===== src/rtl/autorad_pkg.sv =====
// Shared constants and types for the autoradiography acquisition chain.
package autorad_pkg;

  localparam int N_CH   = 128;
  localparam int DATA_W = 16;
  localparam int IDX_W  = 7;
  localparam int SUM_W  = 23;

  // Frame scanner FSM states
  typedef enum logic [1:0] {
    IDLE   = 2'd0,
    SCAN   = 2'd1,
    OUTPUT = 2'd2
  } state_t;

endpackage


===== src/rtl/hit_locator_if.sv =====
// Event record channel from hit_locator to the downstream readout logic.
//
// Handshake: event_valid is raised by the master when a record is present and
// stays high, with every record field held stable, until the first clock edge
// where event_ready is also high; that edge is the transfer. The slave may
// raise event_ready before event_valid. event_valid drops the cycle after the
// transfer.
interface hit_locator_if;
  import autorad_pkg::*;

  logic              event_valid;
  logic              event_ready;
  logic [IDX_W-1:0]  peak_idx_y;
  logic [IDX_W-1:0]  peak_idx_x;
  logic [DATA_W-1:0] peak_val_y;
  logic [DATA_W-1:0] peak_val_x;
  logic [SUM_W-1:0]  sum_y;
  logic [SUM_W-1:0]  sum_x;
  logic              hit_y;
  logic              hit_x;

  modport master (
    output event_valid, peak_idx_y, peak_idx_x, peak_val_y, peak_val_x,
           sum_y, sum_x, hit_y, hit_x,
    input  event_ready
  );

  modport slave (
    input  event_valid, peak_idx_y, peak_idx_x, peak_val_y, peak_val_x,
           sum_y, sum_x, hit_y, hit_x,
    output event_ready
  );

endinterface


===== src/rtl/hit_locator_axis_peak_accum.sv =====
// Per-axis peak finder and thresholded sum accumulator.
module axis_peak_accum
  import autorad_pkg::*;
#(
  parameter logic [DATA_W-1:0] THRESHOLD = 16'd256
) (
  input  logic              clk,
  input  logic              rst_n,
  input  logic              clear_i,
  input  logic              enable_i,
  input  logic [IDX_W-1:0]  idx_i,
  input  logic [DATA_W-1:0] data_i,
  output logic [DATA_W-1:0] peak_val_o,
  output logic [IDX_W-1:0]  peak_idx_o,
  output logic [SUM_W-1:0]  sum_o,
  output logic              hit_o
);

  logic [DATA_W-1:0] peak_val_q;
  logic [IDX_W-1:0]  peak_idx_q;
  logic [SUM_W-1:0]  sum_q;
  logic              hit_q;

  // Clear at frame start, then fold in one sample per enabled cycle.
  // Strict > keeps the lowest index on ties.
  always_ff @(posedge clk or negedge rst_n) begin
    if (!rst_n) begin
      peak_val_q <= '0;
      peak_idx_q <= '0;
      sum_q      <= '0;
      hit_q      <= 1'b0;
    end else if (clear_i) begin
      peak_val_q <= '0;
      peak_idx_q <= '0;
      sum_q      <= '0;
      hit_q      <= 1'b0;
    end else if (enable_i) begin
      if (data_i > peak_val_q) begin
        peak_val_q <= data_i;
        peak_idx_q <= idx_i;
      end
      if (data_i >= THRESHOLD) begin
        sum_q <= sum_q + SUM_W'(data_i);
        hit_q <= 1'b1;
      end
    end
  end

  assign peak_val_o = peak_val_q;
  assign peak_idx_o = peak_idx_q;
  assign sum_o      = sum_q;
  assign hit_o      = hit_q;

endmodule


===== src/rtl/hit_locator.sv =====
// Scans both axis sample arrays after each completed frame and emits one
// peak/sum event record per frame.
module hit_locator
  import autorad_pkg::*;
#(
  parameter logic [DATA_W-1:0] THRESHOLD = 16'd256
) (
  input  logic              clk,
  input  logic              reset,
  input  logic              finished,
  output logic [IDX_W-1:0]  read_index_yaxis,
  output logic [IDX_W-1:0]  read_index_xaxis,
  input  logic [DATA_W-1:0] out_data_yaxis,
  input  logic [DATA_W-1:0] out_data_xaxis,
  hit_locator_if.master     ev,
  output logic [7:0]        overrun_count,
  output state_t            dbg_state_o
);

  state_t           state_q;
  logic [IDX_W-1:0] idx_q;
  logic             valid_q;
  logic             finished_q;
  logic [7:0]       overrun_q;
  logic             start;
  logic             clear;
  logic             enable;

  // finished_q resets high so a level already present at reset release is
  // not mistaken for a new frame.
  assign start  = finished & ~finished_q;
  assign clear  = (state_q == IDLE) & start;
  assign enable = (state_q == SCAN);

  // Frame FSM, edge detect, scan index and saturating overrun counter.
  always_ff @(posedge clk or negedge reset) begin
    if (!reset) begin
      state_q    <= IDLE;
      idx_q      <= '0;
      valid_q    <= 1'b0;
      finished_q <= 1'b1;
      overrun_q  <= '0;
    end else begin
      finished_q <= finished;
      if (start && (state_q != IDLE) && (overrun_q != 8'hFF))
        overrun_q <= overrun_q + 8'd1;
      case (state_q)
        IDLE: begin
          if (start) begin
            state_q <= SCAN;
            idx_q   <= '0;
          end
        end
        SCAN: begin
          idx_q <= idx_q + 7'd1;
          if (idx_q == 7'd127) begin
            state_q <= OUTPUT;
            valid_q <= 1'b1;
          end
        end
        OUTPUT: begin
          if (ev.event_ready) begin
            state_q <= IDLE;
            valid_q <= 1'b0;
          end
        end
        default: begin
          state_q <= IDLE;
          valid_q <= 1'b0;
        end
      endcase
    end
  end

  assign read_index_yaxis = enable ? idx_q : '0;
  assign read_index_xaxis = enable ? idx_q : '0;

  axis_peak_accum #(.THRESHOLD(THRESHOLD)) u_axis_y (
    .clk        (clk),
    .rst_n      (reset),
    .clear_i    (clear),
    .enable_i   (enable),
    .idx_i      (idx_q),
    .data_i     (out_data_yaxis),
    .peak_val_o (ev.peak_val_y),
    .peak_idx_o (ev.peak_idx_y),
    .sum_o      (ev.sum_y),
    .hit_o      (ev.hit_y)
  );

  axis_peak_accum #(.THRESHOLD(THRESHOLD)) u_axis_x (
    .clk        (clk),
    .rst_n      (reset),
    .clear_i    (clear),
    .enable_i   (enable),
    .idx_i      (idx_q),
    .data_i     (out_data_xaxis),
    .peak_val_o (ev.peak_val_x),
    .peak_idx_o (ev.peak_idx_x),
    .sum_o      (ev.sum_x),
    .hit_o      (ev.hit_x)
  );

  assign ev.event_valid = valid_q;
  assign overrun_count  = overrun_q;
  assign dbg_state_o    = state_q;

endmodule

===== src/flat_wrapper.sv =====
// flat-port wrapper written by rule: the top's interface ports become plain ports
module hit_locator_flat import autorad_pkg::*;
#(
  parameter logic [DATA_W-1:0] THRESHOLD = 16'd256
)
  (clk, reset, finished, read_index_yaxis, read_index_xaxis, out_data_yaxis, out_data_xaxis, overrun_count, dbg_state_o, ev_event_valid, ev_peak_idx_y, ev_peak_idx_x, ev_peak_val_y, ev_peak_val_x, ev_sum_y, ev_sum_x, ev_hit_y, ev_hit_x, ev_event_ready);
  hit_locator_if ev_i ();
  input  logic clk;
  input  logic reset;
  input  logic finished;
  output logic [IDX_W-1:0] read_index_yaxis;
  output logic [IDX_W-1:0] read_index_xaxis;
  input  logic [DATA_W-1:0] out_data_yaxis;
  input  logic [DATA_W-1:0] out_data_xaxis;
  output logic [7:0] overrun_count;
  output state_t dbg_state_o;
  output wire logic [$bits(ev_i.event_valid)-1:0] ev_event_valid;
  output wire logic [$bits(ev_i.peak_idx_y)-1:0] ev_peak_idx_y;
  output wire logic [$bits(ev_i.peak_idx_x)-1:0] ev_peak_idx_x;
  output wire logic [$bits(ev_i.peak_val_y)-1:0] ev_peak_val_y;
  output wire logic [$bits(ev_i.peak_val_x)-1:0] ev_peak_val_x;
  output wire logic [$bits(ev_i.sum_y)-1:0] ev_sum_y;
  output wire logic [$bits(ev_i.sum_x)-1:0] ev_sum_x;
  output wire logic [$bits(ev_i.hit_y)-1:0] ev_hit_y;
  output wire logic [$bits(ev_i.hit_x)-1:0] ev_hit_x;
  input wire logic [$bits(ev_i.event_ready)-1:0] ev_event_ready;
  assign ev_event_valid = ev_i.event_valid;
  assign ev_peak_idx_y = ev_i.peak_idx_y;
  assign ev_peak_idx_x = ev_i.peak_idx_x;
  assign ev_peak_val_y = ev_i.peak_val_y;
  assign ev_peak_val_x = ev_i.peak_val_x;
  assign ev_sum_y = ev_i.sum_y;
  assign ev_sum_x = ev_i.sum_x;
  assign ev_hit_y = ev_i.hit_y;
  assign ev_hit_x = ev_i.hit_x;
  assign ev_i.event_ready = ev_event_ready;
  hit_locator #(.THRESHOLD(THRESHOLD)) u_core (.clk(clk), .reset(reset), .finished(finished), .read_index_yaxis(read_index_yaxis), .read_index_xaxis(read_index_xaxis), .out_data_yaxis(out_data_yaxis), .out_data_xaxis(out_data_xaxis), .ev(ev_i), .overrun_count(overrun_count), .dbg_state_o(dbg_state_o));
endmodule

===== config.mk =====
export PLATFORM = sky130hd
export DESIGN_NAME = hit_locator_flat
export DESIGN_NICKNAME = d
export VERILOG_FILES = /design/src/rtl/autorad_pkg.sv /design/src/rtl/hit_locator_if.sv /design/src/rtl/hit_locator_axis_peak_accum.sv /design/src/rtl/hit_locator.sv /design/src/flat_wrapper.sv
export SDC_FILE = /design/constraint.sdc
export NUM_CORES = 1
export LEC_CHECK = 0
export ABC_CLOCK_PERIOD_IN_PS = 2700
export BUFFER_PORTS_ARGS = -buffer_cell sky130_fd_sc_hd__buf_2
export CAP_MARGIN = 20
export CELL_PAD_IN_SITES_DETAIL_PLACEMENT = 0
export CELL_PAD_IN_SITES_GLOBAL_PLACEMENT = 1
export CORE_AREA = 2 2 164 118
export CTS_CLUSTER_SIZE = 40
export DETAILED_ROUTE_END_ITERATION = 12
export DIE_AREA = 0 0 166 120
export HOLD_SLACK_MARGIN = 0.03
export PLACE_DENSITY_LB_ADDON = 0.1
export SLEW_MARGIN = 20
export SYNTH_ARGS = -nofsm -noshare
export SYNTH_HDL_FRONTEND = slang
export SYNTH_HIERARCHICAL = 1
export SYNTH_SLANG_ARGS = --single-unit

===== constraint.sdc =====
create_clock -name clk -period 2.7 [get_ports clk]
set_clock_uncertainty 0.05 [all_clocks]
set_input_delay 0.54 -clock clk [delete_from_list [all_inputs] [get_ports clk]]
set_output_delay 0.54 -clock clk [all_outputs]
set_load 0.05 [all_outputs]

# Word level (Yosys, flattened, before mapping)
# Index checks and enable logic that the tools add are counted.
dict set report totals {
  register_bits 113
  inputBits 36
  out_inout_bits 119
}
dict set report op_classes {
  n_addsub 4
  n_lt_le_gt_ge 4
  eq_ne 7
  n_mux 34
  n_bitwise 4
  n_reduce_logical 17
}
# cell n
set ops {}
lappend ops {{2-to-1 mux 23 bit} 6}
lappend ops {{2-to-1 mux 16 bit} 6}
lappend ops {{2-to-1 mux 7 bit} 8}
lappend ops {{adder 23 x 16 -> 23 bit} 2}
lappend ops {{>= comparator 16 x 9 -> 1 bit, second input constant} 2}
lappend ops {{> comparator 16 bit} 2}
lappend ops {{case mux 7 bit (2 select lines)} 1}
lappend ops {{nonzero test 2 bit} 7}
lappend ops {{AND reduction 2 bit} 5}
lappend ops {{adder 8 x 1 -> 8 bit, second input constant} 1}
lappend ops {{2-to-1 mux 1 bit} 8}
lappend ops {{inequality test 8 bit, second input constant} 1}
lappend ops {{adder 7 x 1 -> 7 bit, second input constant} 1}
lappend ops {{equality test 7 bit, second input constant} 1}
lappend ops {{2-to-1 mux 2 bit} 3}
lappend ops {{case mux 2 bit (3 select lines)} 1}
lappend ops {{AND reduction 3 bit} 2}
lappend ops {{inequality test 2 bit, second input constant} 2}
lappend ops {{case mux 1 bit (3 select lines)} 1}
lappend ops {{bitwise AND 1 bit} 2}
lappend ops {{equality test 2 x 1 -> 1 bit, second input constant} 1}
lappend ops {{equality test 2 bit, second input constant} 1}
lappend ops {{logical AND 1 bit} 2}
lappend ops {{zero test 2 bit} 1}
lappend ops {{2 further kinds} 3}

# Longest topological paths before layout
# Gate-level depths: netlist of run 1.
dict set report logic_depth {
  word_depth 5
  ltp_mapped 10
}

# Cells and area by module
# Netlist of run 1, hierarchy kept.
# module n_inst cells_per_inst area_per_inst_um2 seq_area_each_um2
set modules_own_cells {}
lappend modules_own_cells {axis_peak_accum 2 364 3296.9 1176.1}
lappend modules_own_cells {hit_locator 1 98 1021.0 476.7}

# Worst setup path before layout of run 1
# OpenSTA, ideal clock, no wires.
dict set report synth_timing {
  path_type {register to register}
  from {register u_core.u_axis_x.sum_q[0], in the netlist u_core/u_axis_x/sum_o[0]}
  to {register u_core.u_axis_x.sum_q[20], in the netlist u_core/u_axis_x/sum_o[20]}
  t_arrival_ns 2.646
  required_time_ns 2.524
  slack_ns -0.122
  path_stages_with_launch 9
  path_buffers 0
  synth_period_minus_slack_ns 2.822
  path_cell_list {dfrtp_1 > ha_1 > fa_1 > a211oi_1 > o21ai_0 > and3_1 > o211ai_2 > a2111oi_0 > a311o_1}
}
dict set report synth_between {
  elab_chain_len 4
}
# element line_no
set synth_rtl {}
lappend synth_rtl {{start, declared} hit_locator_axis_peak_accum.sv:21} ;# logic [SUM_W-1:0] sum_q;
lappend synth_rtl {{start signal, assigned} hit_locator_axis_peak_accum.sv:43} ;# sum_q <= sum_q + SUM_W'(data_i);
lappend synth_rtl {{adder 23 x 16 -> 23 bit} hit_locator_axis_peak_accum.sv:43}
lappend synth_rtl {{2-to-1 mux 23 bit} hit_locator_axis_peak_accum.sv:42} ;# if (data_i >= THRESHOLD) begin
lappend synth_rtl {{2-to-1 mux 23 bit} hit_locator_axis_peak_accum.sv:37} ;# end else if (enable_i) begin
lappend synth_rtl {{2-to-1 mux 23 bit} hit_locator_axis_peak_accum.sv:32} ;# end else if (clear_i) begin
# No other way between the ends. The select of a mux whose other input is x is not followed.
# A chain may end at the register's enable or synchronous reset.

# Worst setup path after layout of run 1
dict set report layout_timing {
  from {register u_core.u_axis_x.sum_q[0], in the netlist u_core/u_axis_x/sum_o[0]}
  to {register u_core.u_axis_x.sum_q[19], in the netlist u_core/u_axis_x/sum_o[19]}
}
# The elaborated chain is that of the path after synthesis.

==> results of run 1 <==
## cells in the final DEF, fill, tap and decap left out, drive strengths merged, types with 7 or more instances in the layout
cell,instances
a21o,11
and3,17
a211oi,22
nand4,7
nor2,87
dfrtp,112
mux2,7
nor2b,11
xor2,14
xnor2,9
buf,239
nor3,24
mux2i,50
a21oi,56
inv,47
o21ai,35
a31oi,8
nand2,71
o211ai,12
nand3,32
clkbuf,19
clkinv,7
ha,66
## worst max-delay path, delay by kind of cell, from the launching register on
family	cells	cell delay [ns]
multiplexers	1	0.33
adder cells (fa/ha/maj)	1	0.22
AND/OR/NAND/NOR	1	0.11
buffers and inverters	1	0.15
flip-flops	1	0.41
AO/OA/AOI/OAI	4	1.21
## routing by layer
layer	wire length [µm]	part of all wire [%]	vias up
met1	12300	54	3280
met2	8710	38	214
li1	-	-	3430
met5	27	0.12	-
met4	213	0.94	4
met3	1460	6.5	21
## cell families after synthesis
logic type	after synthesis	share of synthesized area (%)
adders and majority gates	68	11.4
AOI/OAI and AO/OA	193	17.5
buffers and inverters	86	5.65
xor gates and xnor gates	23	2.65
and+or+nand+nor	286	18.1
muxes	57	7.66
DFF	113	37.2
## layout make-up
type                            count  area share (%)
Inverter                           46            1.77
Clock inverter                     13            1.18
Clock buffer                       19            4.44
Sequential cell                   113            29.1
Multi-Input combinational cell    627            45.1
Timing Repair Buffer              240            15.4
Tap cell                          242            3.11
## power by group
part	internal [mW]	switching, mW
combinational	3.14	6.02
sequential	2.47	0.715
clock	1.26	0.866
## how the worst max path moves through the flow
stage                                               startpoint                                         to  slack (ns)  cells after the start
detailed placement                           out_data_xaxis[0]      u_core/u_axis_x/sum_o[20]$_DFFE_PN0P_       -0.20                      9
global placement                             out_data_yaxis[0]      u_core/u_axis_y/sum_o[20]$_DFFE_PN0P_       -0.18                      9
CTS                       u_core/u_axis_y/sum_o[0]$_DFFE_PN0P_      u_core/u_axis_y/sum_o[20]$_DFFE_PN0P_        0.07                      8
global route        u_core/u_axis_x/peak_val_o[15]$_DFFE_PN0P_  u_core/u_axis_x/peak_idx_o[3]$_DFFE_PN0P_       0.003                      9
finish                    u_core/u_axis_x/sum_o[0]$_DFFE_PN0P_      u_core/u_axis_x/sum_o[19]$_DFFE_PN0P_        0.11                      8
floorplan           u_core/u_axis_x/peak_val_o[14]$_DFFE_PN0P_  u_core/u_axis_x/peak_val_o[0]$_DFFE_PN0P_        0.02                      9
## per-stage QoR
stage / power (mW) / std cells / setup slack [ns] / cell area (µm²) / hold slack, ns
final: 14.5 / 1300 / 0.110 / 9740 / 0.179
after floorplan: 9.87 / 826 / 0.0207 / 7630 / 0.194
after global placement: 12.3 / 1267 / -0.184 / 9170 / 0.426
after CTS: 14.5 / 1300 / 0.0651 / 9730 / 0.161
after detailed placement: 12.3 / 1267 / -0.202 / 9170 / 0.435
after global routing: 15.5 / 1300 / 0.00330 / 9740 / 0.164
## synthesized netlist by cell type (11+ instances only)
master / count / area (µm²)
inv_1: 46 / 173
nor3_1: 24 / 120
o21ai_0: 33 / 165
mux2i_1: 50 / 500
a21oi_1: 56 / 280
nand3_1: 31 / 155
clkbuf_1: 20 / 75.1
ha_1: 66 / 826
and3_1: 17 / 106
nand2_1: 71 / 267
a21o_1: 11 / 82.6
nor2b_1: 11 / 68.8
xor2_1: 14 / 123
a211oi_1: 22 / 165
nor2_1: 87 / 327
dfrtp_1: 112 / 2800
## flip-flops by register name, indices dropped and copies added, names as in the netlist
| signal | flops |
|---|---|
| u_core/overrun_count | 8 |
| u_core/ev.event_valid | 1 |
| u_core/u_axis_x/hit_o | 1 |
| u_core/u_axis_y/peak_val_o | 16 |
| u_core/idx_q | 7 |
| u_core/u_axis_y/peak_idx_o | 7 |
| u_core/u_axis_y/hit_o | 1 |
| u_core/dbg_state_o | 2 |
| u_core/u_axis_x/peak_val_o | 16 |
| u_core/u_axis_x/peak_idx_o | 7 |
| u_core/finished_q | 1 |
| u_core/u_axis_y/sum_o | 23 |
| u_core/u_axis_x/sum_o | 23 |
## repair_timing
| item | 4_1_cts | 5_1_grt |
|---|---|---|
| setup endpoints to repair | 0 | 9 |
| hold buffers | 1 | 0 |
| hold endpoints to repair | 5 | 0 |
| resized for setup | 0 | 3 |
==> metrics, run 1 <==
fill cell count 1,747; hold_sp finished; met3 Usage GRT under 10%; Mapped Cells between 800 and 900; RD Place Congestion ~0.87; Ports about 160; Fmax achieved 386 MHz; Final Util a little over half; slowest cell on the critical path dfrtp_2; slowest stage delay, CP slightly above 0.4 ns; Hold Path Cell Cnt 1; library cells used by synthesis 63; Clock Latency Late Sink 0.42 ns; core area about 18,000 µm²; CP Max Fanout 3; Worst Hold Class in2reg; VDD IR max just under 1 mV; Worst R2R Setup Slack 0.11 ns; pin count of the biggest net entering global routing 41; Final Net Count roughly 1,100; Worst EP arrival between 2 and 3 ns; FF+latch count, synth between 100 and 150; r2r endpoint u_core/u_axis_x/sum_o[19]$_DFFE_PN0P_; fin. max-slew vios 0; status finished clean; CTS root buf clkbuf_16; Worst setup SP type flip-flop; Area Growth Syn to Fin 27.9%; Register-to-Register Path Depth 8; CTS tree yes; vias in the first global route between 6,000 and 7,000; Req. time, crit path 2.95 ns; Top FF cell, synth dfrtp_1; GRT Total Usage a little under a quarter; most crowded layer after global routing met1; M2 GR Usage a little under a third; final setup violation count 0; syn_area_per_cell 9.22 µm²; RSZ-0062 raised after global routing false; Worst setup EP type flip-flop; first-pass GRT wire length about 36 mm; Detailed Routing Iterations Pass 1 5; area of the multi-input gates about 4400 µm²; initial core utilization approximately two fifths; DRC 0; worst path cell trace ha_1, buf_4, a211oi_1, o21bai_1, a211o_1, a221oi_2, nor3_1, mux2_1; layout cell share with drive strength beyond 1 between 20% and 30%; storage element area roughly 2800 µm²; DRC marker count from the first detailed-route iteration a little over 600; Post-synth EDFFs 0; Congestion Overflow GR 0; P_leak between 4 and 5 nW; initial antenna violation count 3; port buffer count 154; Crit Reg-Reg Startpoint u_core/u_axis_x/sum_o[0]$_DFFE_PN0P_; Die Footprint approximately 20,000 µm²; DRT Wirelength around 23 mm; average via count per standard cell around 5.3; drt wl/cell around 17 µm; Die Y roughly 120 µm; pwr dens 1480 nW/µm²; hold endpoint u_core/finished_q$_DFF_PN1_; # H-tree levels 4; total CTS buffers 17; Mapped Nets 930; DR vias between 6,000 and 7,000; critical path class reg2reg; Max Cap Viol 0; slew margin rel. between 60% and 70%; clock buffer depth 2; Period Utilization, post-route a little over nine tenths; Worst Tran Pin Value 0.522 ns; total negative slack 0 ns; hpwl dp around 17 mm; grt met1 use a little under two fifths; Ys Warns 6; diode count 0; Final Hold Fails 0; CTS Sinks 113; min Tclk post-route around 2.6 ns; row count 42; Async SR Flop Fraction 100%; antenna-violating nets left 0; post-CTS setup buffers 0; Die Wd ~170 µm; Reg clk slew, reported paths around 0.060 ns; post-synthesis sequential area ratio between 30% and 40%; Synth Cell Area around 7600 µm²
Power figures use the tool's default switching activity.
==> run 2, diff against run 1 <==
--- a/config.mk
+++ b/config.mk
@@ -10,12 +10,12 @@
 export CAP_MARGIN = 20
 export CELL_PAD_IN_SITES_DETAIL_PLACEMENT = 0
 export CELL_PAD_IN_SITES_GLOBAL_PLACEMENT = 1
-export CORE_AREA = 2 2 164 118
+export CORE_AREA = 2 2 177 110
 export CTS_CLUSTER_SIZE = 40
 export DETAILED_ROUTE_END_ITERATION = 12
-export DIE_AREA = 0 0 166 120
+export DIE_AREA = 0 0 179 112
 export HOLD_SLACK_MARGIN = 0.03
-export PLACE_DENSITY_LB_ADDON = 0.1
+export PLACE_DENSITY_LB_ADDON = 0.08
 export SLEW_MARGIN = 20
 export SYNTH_ARGS = -nofsm -noshare
 export SYNTH_HDL_FRONTEND = slang
==> run 2 against run 1 <==
Effect of this change: die area rose by 0.64%; non-clock buffer count increased by 2; clock-buffer cell count rose by 2; core utilization is 0.33 points higher; worst hold slack got worse by 0.12 ns; sequential cell count unchanged; first-iteration DRC count rose by 15%; routed wire length rose by 5.2%; register-to-register slack got worse by 0.04 ns; sequential power is essentially flat; total power up 2.7%; critical path type unchanged.
==> metrics, run 2 (synthesis results as in run 1) <==
drt wl/cell 18.3 µm (+4.7%); Die Y 112 µm (-6.7%); initial antenna violation count 0 (-3); most frequent cells in the layout buf_2 (153), dfrtp_1 (110), nor2_1 (87), buf_4 (82), nand2_1 (71); Clock Latency Late Sink 0.42 ns (about the same); worst path cell trace ha_1, fa_2, a211oi_2, o21ai_1, and3_1, o211ai_4, a2111oi_0, a311o_1; P_sw 7.81 mW (+2.8%); Worst setup EP type flip-flop; most common cell after layout, fill and taps aside buf_2; Logic pwr share 63.6% (+0.3 points); min Tclk post-route 2.63 ns (+0.0426 ns); diode count 0 (unchanged); core area 18,500 µm² (+0.26%); DRT Wirelength 23.8 mm (+5.2%); row count 39 (-7.1%); vias in the first global route 6,792 (+5.0%); Die Wd 179 µm (+7.8%); clock buffer depth 2 (unchanged); Crit Reg-Reg Startpoint u_core/u_axis_x/sum_o[0]$_DFFE_PN0P_; pwr dens 1510 nW/µm² (+1.8%); total negative slack 0 ns (unchanged); Internal 7.05 mW (+2.6%); Ports 155 (unchanged); antenna-violating nets left 0 (unchanged); Max Cap Viol 0 (unchanged); hold slack 0.0593 ns (-0.120 ns); Congestion Overflow GR 0 (unchanged); Final Net Count 1,151 (+0.17%); r2r endpoint u_core/u_axis_x/sum_o[20]$_DFFE_PN0P_; Worst Hold Class in2async; RD Place Congestion 0.925 (+6.7%); Worst EP arrival 2.88 ns (+0.04 ns); pin count of the biggest net entering global routing 53 (+29%); layout cell share with drive strength beyond 1 28.6% (+0.70 points); Register-to-Register Path Depth 8 (unchanged); final setup violation count 0 (unchanged); Die Footprint 20,000 µm² (+0.64%); slew margin rel. 61.3% (-3.9 points); DRC marker count from the first detailed-route iteration 698 (+15%); Worst Tran Pin Value 0.581 ns (+0.0586 ns); Worst R2R Setup Slack 0.07 ns (-0.04 ns); fin. max-slew vios 0 (unchanged); VDD IR max 0.931 mV (-4.8%); Reg clk slew, reported paths 0.06 ns (about the same); Req. time, crit path 2.95 ns (about the same); CTS Sinks 113 (unchanged); Buffers & Inverters on Critical Path 0 (-1); slowest cell on the critical path dfrtp_2; Final Hold Fails 0 (unchanged); GRT Total Usage 24.1% (+0.79 points); average via count per standard cell 5.56 (+4.0%); non-filler cells, final 1,306 (+0.46%); critical path's top delay family compound AO/OA/AOI/OAI gates; # H-tree levels 4 (unchanged); Area Growth Syn to Fin 29.1%; initial core utilization 41.2% (-0.11 points); DR vias 7,263 (+4.5%); CTS root buf clkbuf_16; CP Max Fanout 5 (+2); port buffer count 154 (unchanged); # placed instances 1,267 (unchanged); Clk pwr share 14.8% (about the same); P_leak 4.88 nW (+0.10%); slowest stage delay, CP 0.40 ns (about the same); Crit path depth 8 (unchanged); Reg power frac 21.6% (-0.4 points); DRC 0 (unchanged); critical path class reg2reg; total CTS buffers 17 (unchanged); Worst setup SP type flip-flop; Switching Share 52.6% (about the same); Detailed Routing Iterations Pass 1 5 (unchanged); first-pass GRT wire length 37.0 mm (+2.1%); hpwl dp 18.2 mm (+5.0%); Period Utilization, post-route 97.5% (+1.6 points); status finished clean; CTS tree yes; Fmax achieved 380 MHz (-1.6%)
run 2: cell types whose count changed in the layout (fill, tap and decap cells not counted), moves of 2 or more:
cell	before	now
clkbuf_8	0	3
buf_4	80	82
clkinv_2	4	1
o21ai_1	1	3
o21ai_0	32	30
clkinvlp_4	4	7
run 2: how the worst max path moves through the flow:
stage                                                           from                                   endpoint  slack (ns)
after global routing            u_core/u_axis_x/sum_o[0]$_DFFE_PN0P_      u_core/u_axis_x/sum_o[20]$_DFFE_PN0P_      -0.007
final                           u_core/u_axis_x/sum_o[0]$_DFFE_PN0P_      u_core/u_axis_x/sum_o[20]$_DFFE_PN0P_        0.07
after CTS                       u_core/u_axis_x/sum_o[0]$_DFFE_PN0P_      u_core/u_axis_x/sum_o[20]$_DFFE_PN0P_       0.008
after floorplan           u_core/u_axis_x/peak_val_o[14]$_DFFE_PN0P_  u_core/u_axis_x/peak_val_o[0]$_DFFE_PN0P_        0.02
after detailed placement                           out_data_xaxis[0]      u_core/u_axis_x/sum_o[20]$_DFFE_PN0P_       -0.37
after global placement                             out_data_xaxis[0]      u_core/u_axis_x/sum_o[20]$_DFFE_PN0P_       -0.33
run 2: cell type report:
cell class | count | area [µm²]
clock inverters | 11 | 106
clock buffers | 21 | 470
fillers | 1713 | 8660
multi-input cells | 627 | 4420
flip-flops and latches | 113 | 2830
repair buffers | 242 | 1520
inverters | 46 | 176
well taps | 246 | 308
run 2: worst register-to-register path: stages (launching register included):
cell,delay (ns)
dfrtp_2,0.40
ha_1,0.21
fa_2,0.38
a211oi_2,0.35
o21ai_1,0.15
and3_1,0.24
o211ai_4,0.24
a2111oi_0,0.15
a311o_1,0.34
run 2: stage by stage:
stage | total power [mW] | worst slack [ns] | utilization (%) | instance area [µm²]
2_1_floorplan | 9.87 | 0.0207 | - | 7630
3_3_place_gp | 12.3 | -0.330 | 49.5 | 9160
3_5_place_dp | 12.5 | -0.369 | 49.5 | 9160
4_1_cts | 14.8 | 0.00844 | 52.9 | 9790
5_1_grt | 15.8 | -0.00689 | 53.1 | 9830
6_report | 14.9 | 0.0670 | 53.1 | 9830
run 2: repair_timing:
item,CTS,global route
buffers inserted,6,1
endpoints found under the setup margin,16,9
pin swaps,3,2
resized for setup,1,10
hold buffers,0,0
run 2: power groups by stage:
stage | logic, mW | registers (mW) | clock network [mW]
6_report | 9.45 | 3.21 | 2.19
5_1_grt | 10.1 | 3.34 | 2.33
4_1_cts | 9.32 | 3.22 | 2.25
3_5_place_dp | 9.24 | 3.23 | 0
3_3_place_gp | 9.07 | 3.18 | 0
2_1_floorplan | 4.42 | 5.45 | 0
run 2: routing by layer:
metal	vias up	routed length, µm	global-route usage (%)
met3	22	1950	6.80
met4	0	255	5.75
li1	3448	-	-
met1	3519	12200	37.7
met2	274	9400	32.1
met5	-	0	0
